==> config.mk <==
export PLATFORM = sky130hd
export DESIGN_NAME = alu_share_ctrl
export DESIGN_NICKNAME = d
export VERILOG_FILES = /design/src/rtl/alu_pkg.sv /design/src/rtl/rr_arb2.sv /design/src/rtl/alu_share_ctrl.sv
export SDC_FILE = /design/constraint.sdc
export NUM_CORES = 1
export LEC_CHECK = 0
export ABC_AREA = 1
export BUFFER_PORTS_ARGS = -buffer_cell sky130_fd_sc_hd__buf_2
export CAP_MARGIN = 30
export CORE_MARGIN = 5
export CORE_UTILIZATION = 48
export DETAILED_ROUTE_END_ITERATION = 8
export HOLD_SLACK_MARGIN = 0.05
export PLACE_DENSITY = 0.86
export RECOVER_POWER = 25
export SLEW_MARGIN = 5
export SYNTH_ARGS = -nofsm -noshare
export SYNTH_HDL_FRONTEND = slang
export SYNTH_SLANG_ARGS = --single-unit
==> constraint.sdc <==
create_clock -name clk -period 2.2 [get_ports clk]
set_input_delay 0.11 -clock clk [delete_from_list [all_inputs] [get_ports clk]]
set_output_delay 0.11 -clock clk [all_outputs]
set_load 0.005 [all_outputs]
==> src/rtl/alu_pkg.sv <==
// alu_pkg -- shared definitions for the shared-ALU controller.
//   OP_* : op-select encodings understood by the external combinational ALU
//          (any other value is a pass-through of operand A).
//   state_e : controller FSM states.
package alu_pkg;

  localparam logic [2:0] OP_ADD  = 3'b001;
  localparam logic [2:0] OP_SUB  = 3'b010;
  localparam logic [2:0] OP_MUL  = 3'b011;
  localparam logic [2:0] OP_HALF = 3'b100;

  typedef enum logic [1:0] {
    ST_IDLE = 2'd0,
    ST_EXEC = 2'd1,
    ST_RESP = 2'd2
  } state_e;

endpackage

==> src/rtl/rr_arb2.sv <==
// rr_arb2 -- 2-way round-robin arbiter.
//   clk, rst_n : clock, async active-low reset
//   valid[1:0] : request lines
//   advance    : grant is being taken this cycle; update the pointer
//   grant[1:0] : one-hot grant (zero when nothing is valid)
// A lone requester always wins; on a tie the requester that did not win
// last time gets it. Reset treats requester 1 as the last winner so that
// requester 0 takes the first tie.
module rr_arb2 (
  input  logic       clk,
  input  logic       rst_n,
  input  logic [1:0] valid,
  input  logic       advance,
  output logic [1:0] grant
);

  logic last;  // 1: requester 1 granted most recently

  always_comb begin
    grant = valid;
    if (valid == 2'b11) grant = last ? 2'b01 : 2'b10;
  end

  always_ff @(posedge clk or negedge rst_n) begin
    if (!rst_n)                  last <= 1'b1;
    else if (advance && |grant)  last <= grant[1];
  end

endmodule

==> src/rtl/alu_share_ctrl.sv <==
// alu_share_ctrl -- shares one external combinational ALU between two
// requesters. One op in flight at a time: IDLE (grant + latch operands),
// EXEC (ALU driven from latches, result captured), RESP (hold result until
// consumed). Back-to-back throughput is one op per three cycles.
//   clk, rst_n                 : clock, async active-low reset
//   req_valid/req_ready [1:0]  : per-requester handshake (ready one-hot or 0)
//   req_a, req_b [1:0][WIDTH]  : per-requester operands
//   req_sel [1:0][W_ALU_SEL]   : per-requester op select (passed unchecked)
//   rsp_valid/rsp_ready        : result handshake
//   rsp_id, rsp_data           : owning requester, captured result
//   rsp_flag_n, rsp_flag_z     : captured negative / zero flags
//   alu_bus_a/b, alu_sel       : drive to the shared ALU (hold last latch)
//   alu_out, alu_flag_n/c      : ALU result and flags (flag_c = zero)
//   op_count [1:0][16]         : only with ALU_SHARE_CTRL_OP_CNT_EN defined;
//                                saturating per-requester response counts
module alu_share_ctrl
  import alu_pkg::*;
#(
  parameter int WIDTH     = 8,
  parameter int W_ALU_SEL = 3
) (
  input  logic                      clk,
  input  logic                      rst_n,
  input  logic [1:0]                req_valid,
  output logic [1:0]                req_ready,
  input  logic [1:0][WIDTH-1:0]     req_a,
  input  logic [1:0][WIDTH-1:0]     req_b,
  input  logic [1:0][W_ALU_SEL-1:0] req_sel,
  output logic                      rsp_valid,
  input  logic                      rsp_ready,
  output logic                      rsp_id,
  output logic [WIDTH-1:0]          rsp_data,
  output logic                      rsp_flag_n,
  output logic                      rsp_flag_z,
  output logic [WIDTH-1:0]          alu_bus_a,
  output logic [WIDTH-1:0]          alu_bus_b,
  output logic [W_ALU_SEL-1:0]      alu_sel,
  input  logic [WIDTH-1:0]          alu_out,
  input  logic                      alu_flag_n,
  input  logic                      alu_flag_c
`ifdef ALU_SHARE_CTRL_OP_CNT_EN
  ,
  output logic [1:0][15:0]          op_count
`endif
);

  state_e     state, state_nxt;
  logic [1:0] grant;
  logic       accept;
  logic       gid;
  logic       rsp_fire;

  assign accept   = (state == ST_IDLE) && |req_valid;
  assign gid      = grant[1];
  assign rsp_fire = rsp_valid && rsp_ready;

  rr_arb2 u_arb (
    .clk     (clk),
    .rst_n   (rst_n),
    .valid   (req_valid),
    .advance (accept),
    .grant   (grant)
  );

  always_ff @(posedge clk or negedge rst_n) begin
    if (!rst_n) state <= ST_IDLE;
    else        state <= state_nxt;
  end

  always_comb begin
    state_nxt = state;
    req_ready = '0;
    rsp_valid = 1'b0;
    case (state)
      ST_IDLE: begin
        req_ready = grant;
        if (|req_valid) state_nxt = ST_EXEC;
      end
      ST_EXEC: state_nxt = ST_RESP;
      ST_RESP: begin
        rsp_valid = 1'b1;
        if (rsp_ready) state_nxt = ST_IDLE;
      end
      default: state_nxt = ST_IDLE;
    endcase
  end

  // Operand latches double as the ALU drive, so the ALU inputs only move on
  // an accept edge and never follow the requester buses directly.
  always_ff @(posedge clk or negedge rst_n) begin
    if (!rst_n) begin
      alu_bus_a <= '0;
      alu_bus_b <= '0;
      alu_sel   <= '0;
      rsp_id    <= 1'b0;
    end else if (accept) begin
      alu_bus_a <= req_a[gid];
      alu_bus_b <= req_b[gid];
      alu_sel   <= req_sel[gid];
      rsp_id    <= gid;
    end
  end

  always_ff @(posedge clk or negedge rst_n) begin
    if (!rst_n) begin
      rsp_data   <= '0;
      rsp_flag_n <= 1'b0;
      rsp_flag_z <= 1'b0;
    end else if (state == ST_EXEC) begin
      rsp_data   <= alu_out;
      rsp_flag_n <= alu_flag_n;
      rsp_flag_z <= alu_flag_c;
    end
  end

`ifdef ALU_SHARE_CTRL_OP_CNT_EN
  always_ff @(posedge clk or negedge rst_n) begin
    if (!rst_n) begin
      op_count <= '0;
    end else if (rsp_fire) begin
      for (int i = 0; i < 2; i++)
        if (rsp_id == i[0] && op_count[i] != 16'hFFFF)
          op_count[i] <= op_count[i] + 16'd1;
    end
  end
`else
  logic unused_fire;
  assign unused_fire = rsp_fire;
`endif

endmodule
==> out/qor.yml <==
dieArea_mm2: 0.004723
synth_top_area_cell: "dfrtp_1"
grt_use_met2: 0.3218
fin_skew_ps: 8.899
critPathMaxFanout: 21
cp_data_required_time_ps: 2090
io_buffer_count: 85
vias_per_cell: 4.578
finalNetCount: 378
min_path_cells: 5
grt_first_pass_wirelength_mm: 7.003
top_usage_layer: "met2"
finalPower_mw: 2.593
ir_drop_uv: 620.3
vias: 1703
hold_path_class: "input pin to flip-flop"
fin_hold_ws_ps: 80.70
synthCells: 230
setup_viol: 0
netlist_area_mm2: 0.001655
reg2reg_depth: 6
placedCellCount: 352
met1_usage: 0.2604
final_cells: 372
ios: 86
cp-start-kind: "flip-flop"
dp_hpwl_mm: 3.094
cts_buffers: 5
layout-drive-gt1-share: 0.2822
drt_wl_total_mm: 4.384
tightest_slew_ps: 704.5
power_density_mw_per_mm2: 1144
dr.pass1.iters: 4
r2r-start: "state[0]"
cts_buffer_depth: 2
clock_sinks: 33
clkTransAtPathRegs_ps: 100
rsz0062_at_grt: "false"
dp_worst_setup_slack_ps: 676.3
crit_type: "flip-flop to primary output"
n_fill_cell: 312
status: "completed"
drt-initial-drc-count: 157
ant_nets: 0
setup_slack_ps: 614.8
rows: 21
route.detailed.drc: 0
cts_tree: "built"
finalHoldViolations: 0
synth.yosys.seq_area_share: 0.4996
htree_levels: 2
cts_setup_buffers: 0
ys_ff_latch: 33
yosys.area.top_type_share: 0.4837
crit_start: "u_arb.last"
overflow: 0
die_w_um: 68.73
synth.avg_cell_area_um2: 7.197
cp-end-kind: "primary output"
synth.distinct_cells: 14
ys.warnings.count: 0
max_freq_ghz: 0.6309
grt_max_degree: 34
maxCapViolations: 0
cts_resized: 0
worstPathArrival_ps: 1480
p_leak_nw: 1.422
initial_utilization: 0.4961
synthTopCellsByArea: "dfrtp_1, nand2_1, nand3_1, inv_1, buf_2"
placed_cell_area_mm2: 0.002096
report.final.slew_viol_count: 0
crit_end: "req_ready[0]"
antenna_found_initial: 0
grtUsageTotal: 0.1995
area_growth_pct: 36.96
core-area_mm2: 0.003337
regArea_um2: 827.0
wl_per_cell_um: 11.78
die_h_um: 68.73
final_cell_mix: "nand2_1, buf_2, nand3_1"
final_common_cell: "nand2_1"
final_area_mm2: 0.002267
fin_tns_setup_ps: 0
worstSkewPairLatency_ps: 310
first_global_vias: 1578
fin_crit_ps: 1585
ff2ff_setup_slack_ps: 660
antenna_cells: 0
grtUsageMet3: 0.05024
slew_headroom: 0.5304
r2r_end: "alu_sel[1]"
finalCritPeriodShare: 0.7205
syn_nets: 283
utilization: 0.6794
cts_root_buffer: "clkbuf_4"
multi_input_area_um2: 598.1
place.gp.congestion: 0.7201
[routing by layer]
layer,wire [µm],vias up
met5,0,-
met3,348,4
li1,-,879
met2,2083,63
met4,34,0
met1,1919,757
[registers in the layout, indices dropped and copies added (netlist names)]
signal and cells:
alu_bus_a 8, alu_bus_b 8, alu_sel 3, rsp_data 8, rsp_flag_n 1, rsp_flag_z 1, rsp_id 1, state 2
u_arb.last 1
[how the worst min path moves through the flow]
stage,endpoint,startpoint
6_report,alu_sel[0],req_sel[0]
5_1_grt,alu_bus_b[7],req_b[7]
3_5_place_dp,alu_bus_a[3],rst_n
3_3_place_gp,alu_bus_a[3],rst_n
2_1_floorplan,alu_bus_a[0],rst_n
4_1_cts,alu_bus_b[7],req_b[7]
[Yosys cell counts]
library cell / number
nand2_1: 85
nand3_1: 49
inv_1: 43
dfrtp_1: 32
buf_2: 7
buf_4: 3
nor2_1: 3
clkbuf_1: 2
a21oi_1: 1
dfstp_2: 1
inv_2: 1
nand2_2: 1
nor2_2: 1
o21ai_0: 1
[where the power goes]
part	switching [mW]	leakage [nW]	total, mW	internal (mW)
combinational	0.664	0.988	1.14	0.476
sequential	0.194	0.401	1.11	0.918
clock	0.184	0.0326	0.342	0.158
[critical path, stage by stage (launching register included)]
cell	delay [ps]
dfstp_2	540
nand2_1	70
buf_4	210
a21oi_1	200
buf_2	140
[final cells by class]
type                            count  area share
Tap cell                           46     0.02539
Inverter                           44     0.07285
Multi-Input combinational cell    141      0.2638
Sequential cell                    33      0.3648
Clock buffer                        8     0.02594
Timing Repair Buffer              100      0.2472
[logic make-up after synthesis]
kind of cell / after synthesis / share of synthesized area
AOI/OAI and AO/OA: 2 / 0.006041
buffers and inverters: 56 / 0.1391
DFF: 33 / 0.4996
and+or+nand+nor: 139 / 0.3553
[timing repair]
item                                    4_1_cts  5_1_grt
endpoints found under the setup margin        0        0
endpoints found under the hold margin        43        0
hold buffers                                 12        0
(Power assumes the default switching activity.)
